[src/rtl/modulator_pwm_param.sv]
// -----------------------------------------------------------------------------
// modulator_pwm_param
//
// PWM amplitude modulator. Pulls W-bit samples from a first-word-fall-through
// FIFO and emits one PWM symbol per sample. The high time of a symbol is
// proportional to the sample value.
//
// A one-entry prefetch slot (next_q/next_valid_q) is refilled while the
// current symbol is running, so consecutive symbols follow each other with no
// idle cycle. When the prefetch slot is empty at the end of a symbol the
// sticky underrun flag is raised. The modulator then either goes idle
// (UNDERRUN_MODE=0) or repeats the last sample (UNDERRUN_MODE=1).
//
// Parameters
//   BITS_PER_SAMPLE   sample width W (2..16)
//   CLKS_PER_STEP     clk cycles per PWM step (>=1)
//   STEPS_PER_SYMBOL  PWM steps per symbol (2..2^W)
//   UNDERRUN_MODE     0: idle with pwm=0 on underrun, 1: repeat last sample
//
// Ports
//   clk           system clock
//   rst           synchronous reset, active high
//   enable        1: run, 0: freeze all state
//   sample        FIFO head data, valid while empty=0
//   empty         FIFO empty
//   read          FIFO pop (combinational)
//   clr_underrun  clears the sticky underrun flag
//   pwm           modulated output, registered
//   symb_clk      1-cycle pulse on the first cycle of each symbol
//   busy          1 while a symbol is being transmitted
//   underrun      sticky underrun flag
// -----------------------------------------------------------------------------
module modulator_pwm_param #(
    parameter int BITS_PER_SAMPLE  = 8,
    parameter int CLKS_PER_STEP    = 1,
    parameter int STEPS_PER_SYMBOL = 255,
    parameter int UNDERRUN_MODE    = 0
) (
    input  logic                       clk,
    input  logic                       rst,
    input  logic                       enable,
    input  logic [BITS_PER_SAMPLE-1:0] sample,
    input  logic                       empty,
    output logic                       read,
    input  logic                       clr_underrun,
    output logic                       pwm,
    output logic                       symb_clk,
    output logic                       busy,
    output logic                       underrun
);

    localparam int W      = BITS_PER_SAMPLE;
    // A single-cycle step still needs a 1-bit counter to keep the logic uniform.
    localparam int STEP_W = (CLKS_PER_STEP > 1) ? $clog2(CLKS_PER_STEP) : 1;
    localparam int DUTY_W = $clog2(STEPS_PER_SYMBOL);

    localparam logic [STEP_W-1:0] STEP_LAST = STEP_W'(CLKS_PER_STEP - 1);
    localparam logic [DUTY_W-1:0] DUTY_LAST = DUTY_W'(STEPS_PER_SYMBOL - 1);

    typedef enum logic {
        ST_IDLE = 1'b0,
        ST_RUN  = 1'b1
    } state_t;

    state_t              state_q, state_d;
    logic [W-1:0]        cur_q, cur_d;
    logic [W-1:0]        next_q, next_d;
    logic                next_valid_q, next_valid_d;
    logic [STEP_W-1:0]   step_cnt_q, step_cnt_d;
    logic [DUTY_W-1:0]   duty_cnt_q, duty_cnt_d;
    logic                pwm_q, pwm_d;
    logic                symb_clk_q, symb_clk_d;
    logic                underrun_q, underrun_d;

    logic                step_tick;
    logic                sym_end;
    logic                load_now;
    logic                underrun_set;

    // -------------------------------------------------------------------------
    // Symbol timing events
    // -------------------------------------------------------------------------
    always_comb begin
        step_tick = (step_cnt_q == STEP_LAST);
        sym_end   = step_tick && (duty_cnt_q == DUTY_LAST);
        load_now  = ((state_q == ST_IDLE) && next_valid_q) ||
                    ((state_q == ST_RUN) && sym_end && next_valid_q);
    end

    // Pop whenever the prefetch slot is free or is being consumed this cycle.
    // Held low during reset so no FIFO entry is lost into a discarded slot.
    assign read = !rst && enable && !empty && (!next_valid_q || load_now);

    // -------------------------------------------------------------------------
    // State register (all flops)
    // -------------------------------------------------------------------------
    always_ff @(posedge clk) begin
        if (rst) begin
            state_q      <= ST_IDLE;
            cur_q        <= '0;
            next_q       <= '0;
            next_valid_q <= 1'b0;
            step_cnt_q   <= '0;
            duty_cnt_q   <= '0;
            pwm_q        <= 1'b0;
            symb_clk_q   <= 1'b0;
            underrun_q   <= 1'b0;
        end else begin
            state_q      <= state_d;
            cur_q        <= cur_d;
            next_q       <= next_d;
            next_valid_q <= next_valid_d;
            step_cnt_q   <= step_cnt_d;
            duty_cnt_q   <= duty_cnt_d;
            pwm_q        <= pwm_d;
            symb_clk_q   <= symb_clk_d;
            underrun_q   <= underrun_d;
        end
    end

    // -------------------------------------------------------------------------
    // Next-state logic
    // -------------------------------------------------------------------------
    always_comb begin
        state_d = state_q;
        if (enable) begin
            case (state_q)
                ST_IDLE: begin
                    if (next_valid_q) begin
                        state_d = ST_RUN;
                    end
                end
                ST_RUN: begin
                    if (sym_end && !next_valid_q && (UNDERRUN_MODE == 0)) begin
                        state_d = ST_IDLE;
                    end
                end
                default: state_d = ST_IDLE;
            endcase
        end
    end

    // -------------------------------------------------------------------------
    // Datapath and output logic
    // -------------------------------------------------------------------------
    always_comb begin
        cur_d        = cur_q;
        next_d       = next_q;
        next_valid_d = next_valid_q;
        step_cnt_d   = step_cnt_q;
        duty_cnt_d   = duty_cnt_q;
        pwm_d        = pwm_q;
        symb_clk_d   = 1'b0;
        underrun_set = 1'b0;

        if (enable) begin
            case (state_q)
                ST_IDLE: begin
                    pwm_d = 1'b0;
                    if (next_valid_q) begin
                        cur_d      = next_q;
                        step_cnt_d = '0;
                        duty_cnt_d = '0;
                        symb_clk_d = 1'b1;
                    end
                end
                ST_RUN: begin
                    // Compare against the pre-update counters, so pwm trails
                    // the counters by one cycle.
                    pwm_d = (W'(duty_cnt_q) < cur_q);
                    if (sym_end) begin
                        step_cnt_d = '0;
                        duty_cnt_d = '0;
                        if (next_valid_q) begin
                            cur_d      = next_q;
                            symb_clk_d = 1'b1;
                        end else begin
                            underrun_set = 1'b1;
                            // Repeat mode keeps cur_q and starts a fresh symbol.
                            if (UNDERRUN_MODE != 0) begin
                                symb_clk_d = 1'b1;
                            end
                        end
                    end else if (step_tick) begin
                        step_cnt_d = '0;
                        duty_cnt_d = duty_cnt_q + 1'b1;
                    end else begin
                        step_cnt_d = step_cnt_q + 1'b1;
                    end
                end
                default: begin
                    pwm_d = 1'b0;
                end
            endcase

            // A refill takes priority over the consume that happens in the
            // same cycle: the slot stays valid with the new sample.
            if (read) begin
                next_d       = sample;
                next_valid_d = 1'b1;
            end else if (load_now) begin
                next_valid_d = 1'b0;
            end
        end

        // Set wins over a simultaneous clear.
        if (underrun_set) begin
            underrun_d = 1'b1;
        end else if (clr_underrun) begin
            underrun_d = 1'b0;
        end else begin
            underrun_d = underrun_q;
        end
    end

    assign pwm      = pwm_q;
    assign symb_clk = symb_clk_q;
    assign busy     = (state_q == ST_RUN);
    assign underrun = underrun_q;

endmodule

[config.mk]
export PLATFORM = sky130hd
export DESIGN_NAME = modulator_pwm_param
export DESIGN_NICKNAME = d
export VERILOG_FILES = /design/src/rtl/modulator_pwm_param.sv
export SDC_FILE = /design/constraint.sdc
export NUM_CORES = 1
export LEC_CHECK = 0
export BUFFER_PORTS_ARGS = -buffer_cell sky130_fd_sc_hd__buf_2
export CAP_MARGIN = 20
export CORE_UTILIZATION = 59
export CTS_BUF_LIST = sky130_fd_sc_hd__clkbuf_8
export CTS_CLUSTER_DIAMETER = 100
export DETAILED_ROUTE_END_ITERATION = 12
export PLACE_DENSITY_LB_ADDON = 0.1
export SYNTH_ARGS = -nofsm -noshare
export SYNTH_HDL_FRONTEND = slang
export SYNTH_SLANG_ARGS = --single-unit
[constraint.sdc]
create_clock -name clk -period 2.2 [get_ports clk]
set_clock_uncertainty 0.1 [all_clocks]
set_input_delay 0.33 -clock clk [delete_from_list [all_inputs] [get_ports clk]]
set_output_delay 0.33 -clock clk [all_outputs]
set_load 0.1 [all_outputs]
Yosys cells after proc, flatten, opt, wreduce, memory -nomap -nowiden
Cells that the tools add are included.
{ "classes": {"n_lt_le_gt_ge": 1, "reduce_logical": 21, "n_addsub": 2, "eq_ne": 4, "mux": 25, "bitwise": 3} }
{ "op_table": {"columns": ["operator", "count"], "rows": [
  ["8-bit two-way mux", 5],
  ["8-bit case mux with 2 select lines", 2],
  ["1-bit two-way mux", 14],
  ["8-bit by 1-bit adder with 8-bit output (second input constant)", 1],
  ["8-bit == test (second input constant)", 1],
  ["1-bit logical AND", 8],
  ["8-bit less-than comparator", 1],
  ["1-bit case mux with 2 select lines", 4],
  ["2-bit AND reduction", 4],
  ["2-bit nonzero test", 2],
  ["1-bit logical NOT", 3],
  ["3-bit by 2-bit inequality test with 1-bit output (second input constant)", 1],
  ["1-bit NOT", 3],
  ["3-bit AND reduction", 1],
  ["1-bit logical OR", 2],
  ["2-bit by 1-bit inequality test with 1-bit output (second input constant)", 1],
  ["2-bit inequality test (second input constant)", 1],
  ["2-bit OR reduction", 1],
  ["1-bit adder (second input constant)", 1]
]} }
{ "totals": {"word_cells": 65, "register_bits": 30, "in_bits": 13} }

Logic depth before layout (Yosys ltp)
Gate-level depths: netlist of the first run.
{ "logic_depth": {"ltp_word": 9, "mapped_depth": 7} }

Least setup slack after synthesis of the first run
No wires, ideal clock.
{ "synth_path": {"path_kind": "reg-to-output", "start": "register state_q, in the netlist busy", "end": "output port read", "t_arrival_ns": 1.803, "path_stages_with_launch": 5, "path_buffers": 1, "required_time_ns": 1.770, "slack_ns": -0.033, "cell_sequence": "dfxtp_1 -> o21ai_2 -> o211ai_1 -> buf_4 -> inv_2"} }
{ "synth_between": {"elab_chain_cells": 5, "word_cells_on_any_way": 7, "classes_between": "1 x bitwise; 6 x reduce/logical"} }
{ "synth_rtl": {"columns": ["item", "line_no", "rtl"], "rows": [
  ["start, declared", "65", "state_t state_q, state_d;"],
  ["start signal, assigned", "109", "state_q <= state_d;"],
  ["1-bit logical AND / 1-bit NOT (equally long branches)", null, null],
  ["1-bit logical AND, on equally long branches", "87, 86", null],
  ["1-bit logical OR *", "86", "load_now = ((state_q == ST_IDLE) && next_valid_q) ||"],
  ["1-bit logical OR *", "92", "assign read = !rst && enable && !empty && (!next_valid_q || load_now);"],
  ["1-bit logical AND *", "92", null],
  ["end, declared", "44", "output logic read,"]
]} }
Every way passes the cells marked *; elsewhere a longest branch is shown, timed or not.

Final worst setup path of the first run
{ "layout_path": {"start": "register duty_cnt_q[1]", "end": "output port read"} }
{ "layout_between": {"elab_chain_cells": 7} }
{ "layout_rtl": {"columns": ["item", "line_no", "rtl"], "rows": [
  ["start, declared", "70", "logic [DUTY_W-1:0] duty_cnt_q, duty_cnt_d;"],
  ["start signal, assigned", "114", "duty_cnt_q <= duty_cnt_d;"],
  ["8-bit == test", "85", "sym_end = step_tick && (duty_cnt_q == DUTY_LAST);"],
  ["1-bit logical AND", "85", null],
  ["1-bit logical AND (2 in a row)", "87", "((state_q == ST_RUN) && sym_end && next_valid_q);"],
  ["1-bit logical OR", "86", null],
  ["1-bit logical OR", "92", null],
  ["1-bit logical AND", "92", null]
]} }
No other way between the ends.

==> results of run 1 <==
[per-stage QoR]
| stage | power, W | setup slack, ps | instance area [um2] | util, % | hold WS (ps) |
|---|---|---|---|---|---|
| floorplan | 0.000639 | 309 | 1420 | - | 341 |
| global placement | 0.000660 | 426 | 1520 | 68.0 | 357 |
| detailed placement | 0.000663 | 387 | 1520 | 68.0 | 365 |
| CTS | 0.00107 | 82.7 | 1600 | 71.7 | 176 |
| global route | 0.00111 | 15.3 | 1600 | 71.7 | 177 |
| finish | 0.00106 | 97.7 | 1600 | 71.7 | 180 |
[power by group through the flow]
stage | Clock [W] | Combinational, W | Sequential, W
floorplan | 0 | 0.0000676 | 0.000571
global placement | 0 | 0.0000991 | 0.000561
finish | 0.000408 | 0.000102 | 0.000551
global route | 0.000449 | 0.000112 | 0.000552
detailed placement | 0 | 0.000102 | 0.000561
CTS | 0.000417 | 0.000102 | 0.000550
[layer usage]
layer	vias to the layer above	wire, um
met5	-	0
met4	0	34
met3	5	119
met2	22	1420
met1	530	1250
li1	587	-
[state kept, by name (all words and copies together), names as in the netlist]
name and flops:
cur_q 8, duty_cnt_q 8, next_q 8, busy 1, next_valid_q 1, pwm 1, symb_clk 1, underrun 1
[worst max path at each step]
stage	startpoint	to	depth (start not counted)
finish	duty_cnt_q[1]$_SDFFE_PP0P_	read	6
global route	duty_cnt_q[1]$_SDFFE_PP0P_	read	6
CTS	duty_cnt_q[0]$_SDFFE_PP0P_	read	7
detailed placement	duty_cnt_q[0]$_SDFFE_PP0P_	read	7
global placement	duty_cnt_q[0]$_SDFFE_PP0P_	read	7
floorplan	duty_cnt_q[1]$_SDFFE_PP0P_	read	6
[cell usage in the layout (no fill, tap or decap), types with 5 or more instances in the layout]
cell       n
mux2i_1    8
dfxtp_1   27
ha_1       9
nor3_1     9
nand2_1   14
a31o_1     8
buf_2     16
inv_1     18
nor2_1    13
clkbuf_8   5
[area by class of cell]
type                            count  area share (%)
Multi-Input combinational cell    103            44.8
Sequential cell                    29            36.4
Timing Repair Buffer               18            6.72
Inverter                           20            4.69
Clock buffer                        5            4.30
Tap cell                           28            2.19
Clock inverter                      3           0.859
[worst register-to-register path: cells and delay by family, from the launching register on]
kind	cells	cell delay, ps
AOI/OAI and AO/OA	2	670
adders and majority gates	1	180
DFF	1	440
and+or+nand+nor	2	260
[logic make-up after synthesis]
| kind of cell | synth area share (%) |
|---|---|
| simple gates | 17.2 |
| compound gates | 15.9 |
| flops | 40.8 |
| buf+inv | 8.63 |
| mux | 6.43 |
| fa+ha+maj | 7.92 |
| xor+xnor | 3.08 |
==> results by group, run 1 <==
Pwr
  • Int Power: 0.000789 W
  • Leak: between 0.7 and 0.8 nW
  • Psw: 0.000272 W
  • Clock power frac: between 30% and 40%
  • Comb power frac: around a tenth
  • Register share of total power: roughly half
  • Sw frac: 25.6%
  • PD cells: between 600 and 700 nW/um2
  • IR drop worst, VDD: 0.514 mV

Routing
  • ANT nets after route: 0
  • Vias per cell: around 5.6
  • Via count: between 1000 and 1500
  • Post-route DRC: 0
  • 1st-pass router iterations: 4
  • Routed wire length: about 2.8 mm
  • Initial drt markers: 16
  • WL/cell: approximately 14 um

Floorplanning
  • # IOs: 18
  • Total die area: around 2600 um2
  • Core region area: between 2000 and 2500 um2
  • # rows: 17
  • Initial Util: 63.6%
  • Die width: just over 50 um
  • Die Y: 51.1 um

STA
  • Slew @ Worst Pin: slightly below 500 ps
  • Period utilisation layout: a little over nine tenths
  • Setup-failing EPs final: 0
  • Hold violation total from the final report: 0
  • RSZ-0062 raised after global routing: no
  • Slew Limit Fails: 0
  • Fin crit period: 2100 ps
  • FMAX: between 0.4 and 0.5 GHz
  • Total Neg Setup Slack: 0 ps
  • Slew margin rel.: 67.2%

Synthesis
  • Synth top area share: 40.8%
  • Top cells by area, synth: dfxtp_1 41%, ha_1 7.9%, mux2i_1 5.6%
  • Mean Syn Cell Area: 9.00 um2
  • Biggest area consumer among synthesized cells: dfxtp_1
  • Seq/Total Area, Yosys: between 40% and 50%
  • Synthesized area: 1420 um2
  • Synth Instances: ~160
  • FF+latch count, synth: 29
  • Syn nets: 180
  • Most instantiated library cell after synthesis: dfxtp_1
  • Synth top cells by count: 29 x dfxtp_1, 17 x inv_1, 14 x nand2_1
  • Synth unique cells: 39
  • Synth warnings: 0
  • Synth Flop Type: dfxtp_1
  • Post-synth EDFFs: 0
  • Async SR Flop Fraction: 0%

Global route
  • Grt met2 use: between 40% and 50%
  • Total grt overflow: 0
  • Gr usage total: 25.1%
  • Initial antenna violation count: 0
  • First-pass GRT wire length: approximately 4.7 mm
  • Largest net degree at the start of global routing: 19
  • GR met3 Demand/Resource: between 7 and 8%
  • Vias in the first global route: 1100
  • Global route hottest layer: met2
  • M1 GR Usage: around 28%

Layout
  • Area of the multi-input gates: around 700 um2
  • Storage element area: roughly 600 um2
  • Area growth, synth to finish: 12.7%
  • Fill count: between 150 and 200
  • Nets: between 150 and 200
  • N_diodes: 0
  • Non-Filler Instances: 206
  • Share of cells above drive strength 1: about 20%

CTS
  • Clock slew at reported path FFs: 60 ps
  • Clock root cell: clkbuf_8
  • Setup Fix Bufs, Post-CTS: 0
  • Worst-Skew Late Latency: around 280 ps
  • CTS Buffer Depth: 2
  • Clk sinks: 29
  • Htree depth: 2
  • Post-CTS sizing: 0
  • Cts bufs inserted: 5
  • Hold_buf cts: 0
  • CTS tree: yes

Worst setup path
  • R2r setup slk: ~440 ps
  • Worst Path Arrival: 1670 ps
  • Delay-heaviest family, CP: flip-flops
  • Critical-path cell list: ha_1, nand3_1, o21ai_2, o211ai_1, inv_2, buf_12
  • CP endpoint kind: primary output
  • Worst R2R Start: duty_cnt_q[1]$_SDFFE_PP0P_
  • CP Launch Type: flip-flop
  • Worst Path Required: about 1800 ps
  • CP Max Fanout: 6
  • Worst path bufs/invs: 2
  • Crit path largest cell delay: around 440 ps
  • R2R depth: 5
  • Slowest cell on the critical path: dfxtp_1
  • CP Class: flip-flop to primary output
  • Reg-to-reg endpoint: duty_cnt_q[3]$_SDFFE_PP0P_

Run
  • Maxcap violations: 0

Status
  • Status: finished clean

Place
  • Placed cells: 198
  • Routability congestion estimate: 0.886
  • Post-detail-place hpwl: approximately 2.0 mm
  • Number of port buffers: 17

Hold path
  • Hold Crit Class: primary input to flip-flop
  • Hold path depth: 3
  • Hold Crit Start: sample[1]
  • Hold Path Sink: next_q[1]$_SDFFE_PP0P_
No activity file was read; power rests on OpenSTA's default activity.
==> run 2, diff against run 1 <==
MAX_ROUTING_LAYER = met4   (was not set)
==> run 2 against run 1 <==
Effect of this change:
- power decreased by 0.18%
- critical path depth unchanged
- flip-flop and latch count unchanged
- setup slack improved by 1.9 ps
- via count decreased by 0.26%
- count of clock-buffer cells in the layout unchanged
- non-clock buffer count unchanged
- critical endpoint unchanged
- largest cell class unchanged
- largest power group unchanged
==> results by group, run 2 (synthesized netlist as in run 1, its figures left out) <==
Global route
  • GR met3 Demand/Resource: 8.33% (was 7.44%)
  • Total grt overflow: 0 (unchanged)
  • Largest net degree at the start of global routing: 19 (unchanged)
  • Initial antenna violation count: 0 (unchanged)
  • First-pass GRT wire length: 4.72 mm (unchanged)
  • Global route hottest layer: met2 (unchanged)
  • Vias in the first global route: 1092 (was 1100)
  • Gr usage total: 25.8% (was 25.1%)
  • Grt met2 use: 42.8% (was 43.0%)
  • M1 GR Usage: 28.3% (was 28.5%)

Floorplanning
  • Core region area: 2230 um2 (unchanged)
  • Total die area: 2610 um2 (unchanged)
  • Die width: 51.1 um (unchanged)
  • # rows: 17 (unchanged)
  • Die Y: 51.1 um (unchanged)
  • Initial Util: 63.6% (unchanged)
  • # IOs: 18 (unchanged)

STA
  • FMAX: 0.476 GHz (about the same)
  • Period utilisation layout: 95.5% (was 95.6%)
  • Hold_ws: 181 ps (was 180 ps)
  • RSZ-0062 raised after global routing: no (unchanged)
  • Slew Limit Fails: 0 (unchanged)
  • Setup-failing EPs final: 0 (unchanged)
  • Slew @ Worst Pin: 495 ps (about the same)
  • Setup WS post-layout: 99.6 ps (was 97.7 ps)
  • Slew margin rel.: 67.2% (about the same)
  • Fin crit period: 2100 ps (about the same)
  • Total Neg Setup Slack: 0 ps (unchanged)
  • Hold violation total from the final report: 0 (unchanged)

Place
  • Post-detail-place hpwl: 2.02 mm (unchanged)
  • Routability congestion estimate: 0.901 (was 0.886)
  • Pre-CTS WS: 387 ps (unchanged)
  • Number of port buffers: 17 (unchanged)

Layout
  • Commonest non-fill, non-tap cell in the layout: dfxtp_1 (unchanged)
  • Area of the multi-input gates: 718 um2 (unchanged)
  • Nets: 199 (unchanged)
  • Most frequent cells in the layout: 27 x dfxtp_1, 18 x inv_1, 16 x buf_2, 14 x nand2_1, 13 x nor2_1 (unchanged)
  • Largest registers: cur_q: 8 flops, duty_cnt_q: 8 flops, next_q: 8 flops (unchanged)
  • Area growth, synth to finish: 12.7% (unchanged)
  • Fill count: 178 (unchanged)
  • N_diodes: 0 (unchanged)
  • Storage element area: 583 um2 (unchanged)
  • Share of cells above drive strength 1: 19.7% (unchanged)

Routing
  • Vias per cell: 5.54 (was 5.55)
  • ANT nets after route: 0 (unchanged)
  • Post-route DRC: 0 (unchanged)
  • 1st-pass router iterations: 4 (unchanged)
  • Initial drt markers: 20 (was 16)
  • WL/cell: 13.7 um (about the same)
  • Via count: 1141 (was 1144)
  • Routed wire length: 2.83 mm (was 2.82 mm)

CTS
  • CTS tree: yes (unchanged)
  • CTS Buffer Depth: 2 (unchanged)
  • Post-CTS sizing: 0 (unchanged)
  • Clock root cell: clkbuf_8 (unchanged)
  • Worst-Skew Late Latency: 280 ps (about the same)
  • Setup Fix Bufs, Post-CTS: 0 (unchanged)
  • Clk sinks: 29 (unchanged)
  • Clock slew at reported path FFs: 60 ps (about the same)
  • Hold_buf cts: 0 (unchanged)
  • Htree depth: 2 (unchanged)
  • Cts bufs inserted: 5 (unchanged)

Worst setup path
  • Critical-path cell list: ha_1, nand3_1, o21ai_2, o211ai_1, inv_2, buf_12 (unchanged)
  • CP Max Fanout: 6 (unchanged)
  • Crit path largest cell delay: 440 ps (about the same)
  • Slowest cell on the critical path: dfxtp_1 (unchanged)
  • CP Launch Type: flip-flop (unchanged)
  • CP Class: flip-flop to primary output (unchanged)
  • Worst Path Required: 1770 ps (about the same)
  • Worst Path Arrival: 1670 ps (about the same)
  • CP endpoint kind: primary output (unchanged)

Pwr
  • PD cells: 661 nW/um2 (was 662 nW/um2)
  • IR drop worst, VDD: 0.512 mV (was 0.514 mV)
  • Register share of total power: 52.0% (was 51.9%)
  • Comb power frac: 9.7% (was 9.6%)
  • Int Power: 0.000789 W (about the same)
  • Psw: 0.000270 W (was 0.000272 W)
  • Clock power frac: 38.3% (was 38.4%)
  • Leak: 0.744 nW (unchanged)
  • Sw frac: 25.5% (was 25.6%)

Run
  • Maxcap violations: 0 (unchanged)

Status
  • Status: finished clean (unchanged)

Hold path
  • Hold Crit Class: primary input to flip-flop (unchanged)
[run 2: cell counts in the layout (fill, tap and decap cells not counted)]
Identical to the previous run, type by type.
[run 2: final timing paths]
| kind | start | depth (start not counted) | to | slack (ps) |
|---|---|---|---|---|
| setup / recovery | duty_cnt_q[1]$_SDFFE_PP0P_ | 6 | read | 100 |
| hold / removal | sample[1] | 3 | next_q[1]$_SDFFE_PP0P_ | 180 |
| setup reg to reg | duty_cnt_q[1]$_SDFFE_PP0P_ | 5 | duty_cnt_q[3]$_SDFFE_PP0P_ | 430 |
| hold reg to reg | next_q[1]$_SDFFE_PP0P_ | 2 | next_q[1]$_SDFFE_PP0P_ | 370 |
[run 2: layer usage]
metal / routed length, um / share of wire (%) / vias to the layer above
li1: - / - / 588
met1: 1240 / 44 / 523
met2: 1420 / 50 / 26
met3: 142 / 5.0 / 4
met4: 25 / 0.88 / 0
met5: 0 / 0 / -
[run 2: per-stage QoR]
stage | cells | utilization, % | area [um2] | total power, W
finish | 206 | 71.7 | 1600 | 0.00106
global route | 206 | 71.7 | 1600 | 0.00111
CTS | 206 | 71.7 | 1600 | 0.00107
detailed placement | 198 | 68.0 | 1520 | 0.000663
global placement | 198 | 68.0 | 1520 | 0.000660
floorplan | 158 | - | 1420 | 0.000639
[run 2: worst max-delay path, delay by kind of cell (launching register included)]
family          cells  cell delay (ps)
compound gates      2              330
fa+ha+maj           1              180
buf+inv             2              270
flops               1              440
simple gates        1              170
[run 2: power by group through the flow]
stage                     logic [W]  registers (W)  clock network, W
after floorplan           0.0000676       0.000571                 0
after global placement    0.0000991       0.000561                 0
after detailed placement   0.000102       0.000561                 0
after CTS                  0.000102       0.000550          0.000417
after global routing       0.000112       0.000552          0.000451
final                      0.000102       0.000551          0.000406
[run 2: area by class of cell]
cell class              instances  area share, %
flip-flops and latches         29           36.4
multi-input cells             103           44.8
well taps                      28           2.19
inverters                      20           4.69
repair buffers                 18           6.72
clock inverters                 3          0.859
clock buffers                   5           4.30
